--- src/rtl/usxgmii_pkt_gen_pkg.sv ---
// Shared types and constants for the USXGMII TX frame generator.
// Holds the frame byte map used by the beat builder.
package usxgmii_pkt_gen_pkg;

    typedef enum logic [1:0] {
        IDLE = 2'd0,
        SEND = 2'd1,
        GAP  = 2'd2
    } state_e;

    localparam int BYTES_PER_BEAT = 8;
    localparam int DA_OFF         = 0;
    localparam int SA_OFF         = 6;
    localparam int ET_OFF         = 12;
    localparam int PAY_OFF        = 14;

    // Byte b of a frame of length len; bytes past the end read as zero.
    function automatic logic [7:0] frame_byte(
        input logic [13:0] b,
        input logic [13:0] len,
        input logic [47:0] da,
        input logic [47:0] sa,
        input logic [15:0] et
    );
        logic [7:0] r;
        int         i;
        i = int'(b);
        if (b >= len)
            r = 8'h00;
        else if (i < SA_OFF)
            r = 8'(da >> (8 * (SA_OFF - 1 - (i - DA_OFF))));
        else if (i < ET_OFF)
            r = 8'(sa >> (8 * (ET_OFF - 1 - i)));
        else if (i < PAY_OFF)
            r = 8'(et >> (8 * (PAY_OFF - 1 - i)));
        else
            r = 8'(i - PAY_OFF);
        return r;
    endfunction

endpackage

--- src/rtl/usxgmii_tx_beat_builder.sv ---
// Combinational builder for one 64-bit Avalon-ST beat of a frame.
// Byte 0 of the beat lands in data[63:56].
module usxgmii_tx_beat_builder
    import usxgmii_pkt_gen_pkg::*;
#(
    parameter logic [15:0] ETHERTYPE = 16'h88B5
) (
    input  logic [10:0] beat_idx,
    input  logic [13:0] len,
    input  logic [47:0] da,
    input  logic [47:0] sa,
    output logic [63:0] data,
    output logic [2:0]  empty,
    output logic        eop
);

    logic [13:0] base;

    assign base = {beat_idx, 3'b000};

    always_comb begin
        data = '0;
        for (int k = 0; k < BYTES_PER_BEAT; k++) begin
            data[63-8*k -: 8] = frame_byte(base + 14'(k), len, da, sa, ETHERTYPE);
        end
    end

    assign eop   = ({1'b0, base} + 15'd8) >= {1'b0, len};
    assign empty = eop ? (3'd0 - len[2:0]) : 3'd0;

endmodule

--- src/rtl/usxgmii_tx_pkt_gen.sv ---
// Ethernet test-frame generator on the MAC Avalon-ST TX interface.
// FSM, frame counters and the registered output beat live here.
module usxgmii_tx_pkt_gen
    import usxgmii_pkt_gen_pkg::*;
#(
    parameter int          MIN_LEN    = 64,
    parameter int          MAX_LEN    = 9600,
    parameter int          GAP_CYCLES = 0,
    parameter logic [15:0] ETHERTYPE  = 16'h88B5
) (
    input  logic        tx_156_25_clk,
    input  logic        tx_rst,
    input  logic        start,
    input  logic        stop,
    input  logic [31:0] pkt_count_cfg,
    input  logic [13:0] pkt_len_cfg,
    input  logic [47:0] dest_mac,
    input  logic [47:0] src_mac,
    output logic        busy,
    output logic        done,
    output logic [31:0] pkts_sent,
    output logic        avalon_st_tx_valid,
    output logic        avalon_st_tx_startofpacket,
    output logic        avalon_st_tx_endofpacket,
    output logic [63:0] avalon_st_tx_data,
    output logic [2:0]  avalon_st_tx_empty,
    output logic        avalon_st_tx_error,
    input  logic        avalon_st_tx_ready
);

    localparam logic [13:0] MIN_L    = 14'(MIN_LEN);
    localparam logic [13:0] MAX_L    = 14'(MAX_LEN);
    localparam logic [15:0] GAP_LAST = 16'((GAP_CYCLES > 0) ? GAP_CYCLES - 1 : 0);

    state_e      state;
    logic [13:0] len_q;
    logic [11:0] nbeats_q;
    logic [11:0] beat_idx;
    logic [47:0] da_q;
    logic [47:0] sa_q;
    logic [31:0] frames_left;
    logic        cont_q;
    logic        stop_pend;
    logic [15:0] gap_cnt;
    logic        done_q;
    logic [31:0] pkts_q;

    logic        out_valid;
    logic        out_sop;
    logic        out_eop;
    logic [63:0] out_data;
    logic [2:0]  out_empty;

    logic [13:0] len_clamp;
    logic [11:0] nbeats_calc;
    logic        accept;
    logic        eop_acc;
    logic        can_load;
    logic        start_ok;
    logic        stop_now;
    logic        last_frm;
    logic        finish;
    logic        gap_end;
    logic        ld_first;
    logic        ld_next;
    logic        load;
    logic [11:0] bb_idx;
    logic [63:0] bb_data;
    logic [2:0]  bb_empty;
    logic        bb_eop;

    assign len_clamp = (pkt_len_cfg < MIN_L) ? MIN_L :
                       (pkt_len_cfg > MAX_L) ? MAX_L : pkt_len_cfg;

    assign nbeats_calc = 12'((15'(len_clamp) + 15'd7) >> 3);

    assign accept   = out_valid & avalon_st_tx_ready;
    assign eop_acc  = accept & out_eop;
    assign can_load = ~out_valid | accept;
    // A start coinciding with done is dropped: the run is still closing.
    assign start_ok = (state == IDLE) & start & ~done_q;
    assign stop_now = stop_pend | stop;
    assign last_frm = ~cont_q & (frames_left == 32'd1);
    assign finish   = eop_acc & (last_frm | stop_now);
    assign gap_end  = (state == GAP) & (gap_cnt == GAP_LAST);

    // The next frame's SOP is loaded on the edge that retires the
    // previous EOP or ends the gap, so no bubble is inserted.
    assign ld_first = ((state == SEND) & eop_acc & ~finish & (GAP_CYCLES == 0))
                    | (gap_end & ~stop_now);
    assign ld_next  = (state == SEND) & can_load & (beat_idx != nbeats_q);
    assign load     = ld_first | ld_next;
    assign bb_idx   = ld_first ? 12'd0 : beat_idx;

    usxgmii_tx_beat_builder #(
        .ETHERTYPE (ETHERTYPE)
    ) u_beat (
        .beat_idx (bb_idx[10:0]),
        .len      (len_q),
        .da       (da_q),
        .sa       (sa_q),
        .data     (bb_data),
        .empty    (bb_empty),
        .eop      (bb_eop)
    );

    always_ff @(posedge tx_156_25_clk) begin
        if (tx_rst) begin
            state       <= IDLE;
            len_q       <= '0;
            nbeats_q    <= '0;
            beat_idx    <= '0;
            da_q        <= '0;
            sa_q        <= '0;
            frames_left <= '0;
            cont_q      <= 1'b0;
            stop_pend   <= 1'b0;
            gap_cnt     <= '0;
            done_q      <= 1'b0;
            pkts_q      <= '0;
            out_valid   <= 1'b0;
            out_sop     <= 1'b0;
            out_eop     <= 1'b0;
            out_data    <= '0;
            out_empty   <= '0;
        end else begin
            done_q <= 1'b0;
            unique case (state)
                IDLE: begin
                    if (start_ok) begin
                        state       <= SEND;
                        len_q       <= len_clamp;
                        nbeats_q    <= nbeats_calc;
                        beat_idx    <= '0;
                        da_q        <= dest_mac;
                        sa_q        <= src_mac;
                        frames_left <= pkt_count_cfg;
                        cont_q      <= (pkt_count_cfg == 32'd0);
                        stop_pend   <= 1'b0;
                        pkts_q      <= '0;
                    end
                end
                SEND: begin
                    if (stop)
                        stop_pend <= 1'b1;
                    if (eop_acc) begin
                        pkts_q <= pkts_q + 32'd1;
                        if (!cont_q)
                            frames_left <= frames_left - 32'd1;
                        if (finish) begin
                            state     <= IDLE;
                            done_q    <= 1'b1;
                            stop_pend <= 1'b0;
                        end else if (GAP_CYCLES > 0) begin
                            state   <= GAP;
                            gap_cnt <= '0;
                        end
                    end
                end
                GAP: begin
                    if (stop_now) begin
                        state     <= IDLE;
                        done_q    <= 1'b1;
                        stop_pend <= 1'b0;
                    end else if (gap_end) begin
                        state <= SEND;
                    end else begin
                        gap_cnt <= gap_cnt + 16'd1;
                    end
                end
                default: state <= IDLE;
            endcase

            if (load) begin
                out_valid <= 1'b1;
                out_sop   <= (bb_idx == 12'd0);
                out_eop   <= bb_eop;
                out_data  <= bb_data;
                out_empty <= bb_empty;
                beat_idx  <= bb_idx + 12'd1;
            end else if (accept) begin
                out_valid <= 1'b0;
                out_sop   <= 1'b0;
                out_eop   <= 1'b0;
                out_data  <= '0;
                out_empty <= '0;
            end
        end
    end

    assign busy                       = (state != IDLE);
    assign done                       = done_q;
    assign pkts_sent                  = pkts_q;
    assign avalon_st_tx_valid         = out_valid;
    assign avalon_st_tx_startofpacket = out_sop;
    assign avalon_st_tx_endofpacket   = out_eop;
    assign avalon_st_tx_data          = out_data;
    assign avalon_st_tx_empty         = out_empty;
    assign avalon_st_tx_error         = 1'b0;

endmodule

--- config.mk ---
export PLATFORM = sky130hd
export DESIGN_NAME = usxgmii_tx_pkt_gen
export DESIGN_NICKNAME = d
export VERILOG_FILES = /design/src/rtl/usxgmii_pkt_gen_pkg.sv /design/src/rtl/usxgmii_tx_beat_builder.sv /design/src/rtl/usxgmii_tx_pkt_gen.sv
export SDC_FILE = /design/constraint.sdc
export NUM_CORES = 1
export LEC_CHECK = 0
export ABC_CLOCK_PERIOD_IN_PS = 8300
export CORE_ASPECT_RATIO = 0.75
export CORE_MARGIN = 2
export CORE_UTILIZATION = 35
export DETAILED_ROUTE_END_ITERATION = 12
export PLACE_DENSITY_LB_ADDON = 0.08
export SLEW_MARGIN = 20
export SYNTH_ARGS = -nofsm -noshare
export SYNTH_HDL_FRONTEND = slang
export SYNTH_HIERARCHICAL = 1
export SYNTH_SLANG_ARGS = --single-unit
--- constraint.sdc ---
create_clock -name tx_156_25_clk -period 8.3 [get_ports tx_156_25_clk]
set_input_delay 1.66 -clock tx_156_25_clk [delete_from_list [all_inputs] [get_ports tx_156_25_clk]]
set_output_delay 1.66 -clock tx_156_25_clk [all_outputs]
set_load 0.01 [all_outputs]
==> reports/results.tsv <==
metric	value	unit
length of routed wiring on met1	26000	um
count of max-cap constraint violations	0	
Worst-Skew Late Latency	590	ps
number of nets in the final layout	2226	
WL final	51000	um
flip-flop and latch count after synthesis	272	
quantity of gates resized following cts	0	
Avg Inst Size Synth	7.73	um2
Crit path arrival time	7000	ps
IR drop worst, VDD	0.154	mV
cell count along the critical path	15	
maximum number of pins on one net before global-route repair	83	
most common cell after layout, fill and taps aside	sky130_fd_sc_hd__nand2_1	
transition time at the pin with the least slew margin	1200	ps
Chip Width	240	um
Post-Place Cells	2574	
simple-gate share of the synthesized area	26.6	%
vias per cell	5.45	
starting utilization of the core area	35.7	%
type of the tightest min-delay check	register to register	
fraction of the cycle the final worst path needs	78.4	%
setup ws final	1790	ps
master of the slowest instance on the critical path	sky130_fd_sc_hd__o21ai_4	
worst path cell trace	or4_1, or4b_4, or3_1, o21ai_4, and2_1, inv_1, ha_1, or3b_2, nor2_4, buf_4, nand2_1, nor4b_1, nand2_1, mux2_2, o21ai_0	
Fill cells	4093	
Post-Route Utilization	45.3	%
Post-CTS Repair Setup Buffers	0	
maximum number of buffers from clock root to sink	3	
net count after synthesis	2073	
top area cells in the synthesized netlist	sky130_fd_sc_hd__dfxtp_1 37%, sky130_fd_sc_hd__nand2_1 10%, sky130_fd_sc_hd__a21oi_1 5.6%	
count of TritonRoute iterations in the first routing pass	5	
minimum setup slack after placement	1290	ps
I/O pin total	252	
WL/cell	19.4	um
Floorplan Core Area	0.0410	mm2
Seq/Total Area, Yosys	37.2	%
DRT antenna net count	0	
run status	complete, no violations	
# port buffers	250	
number of H-tree levels	1	
DRC violation total after the first TritonRoute iteration	971	
clock-pin slew reported for the worst setup and hold paths after clock tree synthesis	60	ps
predominant post-synthesis flop cell	sky130_fd_sc_hd__dfxtp_1	
critical path peak fanout	33	
final-layout worst hold slack	457	ps
number of hold violations in the final report	0	
count of unresolved DRC violations after routing	0	
time the worst path needs with I/O delays and setup	6510	ps
share of the synthesized area in compound gates (AO/OA/AOI/OAI)	18.1	%
DIE HEIGHT	181	um
largest family of logic cells by synthesized area	simple AND/OR/NAND/NOR gates	
LEAKAGE	0.00643	uW
crit path launch type	register	
number of distinct library cells after synthesis	80	
cts hold-fix bufs	0	
global-route wire length before repair	79200	um
clock skew	19.8	ps
Yosys warnings	6	
GP Congestion	0.866	
adder-cell share of the synthesized area	2.91	%
cell family with most CP delay	simple AND/OR/NAND/NOR gates	
power density cells	194	mW/mm2
Crit Path Category	register to register	
portion of synthesized cell area occupied by the leading cell type	37.2	%
critical path endpoint category	register	
xor/xnor share of the synthesized area	3.36	%
antenna diode count	0	
multiplexer share of the synthesized area	6.35	%
final global-route overflow total	0	
final count of negative-setup-slack endpoints	0	
number of buffers created by CTS	30	
number of enable-type register cells in the synthesized netlist	0	
met2 layer wire length in the routed design	20700	um
critical path's largest stage delay	750	ps
number of slew-limit violations in the final report	0	
count of vias placed by the detailed router	14300	
Async SR Flop Fraction	0	%
number of global-route vias before repair	13300	
final instance count without filler cells	2630	
setup repair after global routing missed its margin	false	
maximum clock rate	154	MHz
CTS Root Buffer Type	sky130_fd_sc_hd__clkbuf_16	
initial antenna violation count	0	
Yosys top cell by area	sky130_fd_sc_hd__dfxtp_1	
Sink Count	272	
clock tree from TritonCTS	done	
Bufs and invs on worst path	2	
commonest cells after routing, fill and taps aside	389 x sky130_fd_sc_hd__nand2_1, 272 x sky130_fd_sc_hd__dfxtp_1, 249 x sky130_fd_sc_hd__clkdlybuf4s50_1, 162 x sky130_fd_sc_hd__a21oi_1, 104 x sky130_fd_sc_hd__o21ai_0	
most used cell, CP	sky130_fd_sc_hd__nand2_1	
endpoint required time on the critical path	8790	ps
HPWL reported at the end of detailed placement	34700	um
Max-Slew Margin vs Limit	19.3	%
Hold Path Cell Cnt	2	
setup TNS after final layout	0	ps
post-synthesis cell area	0.0146	mm2
path depth of the worst reg2reg path	15	
fraction of layout instances using a drive strength above 1	8.65	%
gate count after technology mapping	1892	
overall fraction of global-route tracks in use	22.9	%
met3 wire length	3490	um
topmost layer with routed signal wires	met4	
Die Footprint	0.0434	mm2
post-synthesis to final-layout area growth	27.2	%
number of core rows	64	
per-layer routing:
metal | up-vias | global-route usage [%]
met5 | - | 0
met4 | 0 | 3.95
met3 | 55 | 4.00
met2 | 428 | 32.1
met1 | 6824 | 36.1
li1 | 7033 | -
cell type report:
cell class | count | area [um2] | area share [%]
inverter | 37 | 140 | 0.754
timing repair buffer | 275 | 2700 | 14.5
clock buffer | 35 | 821 | 4.41
clock inverter | 21 | 323 | 1.74
sequential | 272 | 5450 | 29.3
multi-input combinational | 1429 | 8470 | 45.5
tap | 561 | 702 | 3.78
per-stage QoR:
step           area (um2)  power [uW]
2_1_floorplan       14600        1820
3_3_place_gp        17400        2080
3_5_place_dp        17400        2080
4_1_cts             18600        3650
5_1_grt             18600        3770
6_report            18600        3610
worst reg2reg max path, delay by kind of cell, from the launching register on:
kind,cells,cell delay (ps)
simple gates,9,4120
compound gates,2,820
buf+inv,2,480
fa+ha+maj,1,370
flops,1,360
mux,1,280
kinds of logic after synthesis:
family	after synthesis
flops	272
compound gates	434
buf+inv	191
xor+xnor	56
simple gates	820
other cells	1
mux	84
fa+ha+maj	34
synthesized netlist by cell type, types with 32 or more instances:
master                     count
sky130_fd_sc_hd__xnor2_1      32
sky130_fd_sc_hd__nor3_1       57
sky130_fd_sc_hd__clkbuf_1    127
sky130_fd_sc_hd__mux2_2       70
sky130_fd_sc_hd__o21ai_0     105
sky130_fd_sc_hd__nand3_1      81
sky130_fd_sc_hd__ha_1         34
sky130_fd_sc_hd__inv_1        36
sky130_fd_sc_hd__nor2_1       97
sky130_fd_sc_hd__a21oi_1     163
sky130_fd_sc_hd__nand2_1     390
sky130_fd_sc_hd__dfxtp_1     272
sky130_fd_sc_hd__nor4_1       46
power by group:
group | switching (uW) | total (uW) | internal (uW)
Sequential | 50.6 | 1420 | 1370
Clock | 595 | 1550 | 955
Combinational | 386 | 640 | 254
Total | 1030 | 3610 | 2580
path summary, 6_finish.rpt:
check,from,to,slack [ps]
setup / recovery,frames_left[14]$_SDFFE_PP0P_,avalon_st_tx_data[9]$_SDFFE_PP0P_,1790
hold / removal,sa_q[22]$_SDFFE_PP0P_,sa_q[22]$_SDFFE_PP0P_,460
setup reg to reg,frames_left[14]$_SDFFE_PP0P_,avalon_st_tx_data[9]$_SDFFE_PP0P_,1790
hold reg to reg,sa_q[22]$_SDFFE_PP0P_,sa_q[22]$_SDFFE_PP0P_,460
registers in the layout, indices dropped and copies added (netlist names):
signal and count:
avalon_st_tx_data 64, frames_left 32, avalon_st_tx_valid 1, len_q 14
da_q 48, state 1, beat_idx 12, avalon_st_tx_startofpacket 1
avalon_st_tx_empty 3, avalon_st_tx_endofpacket 1, pkts_sent 32, nbeats_q 12
done 1, sa_q 48, stop_pend 1, cont_q 1
Note: power is estimated with default switching activity, not from simulation.
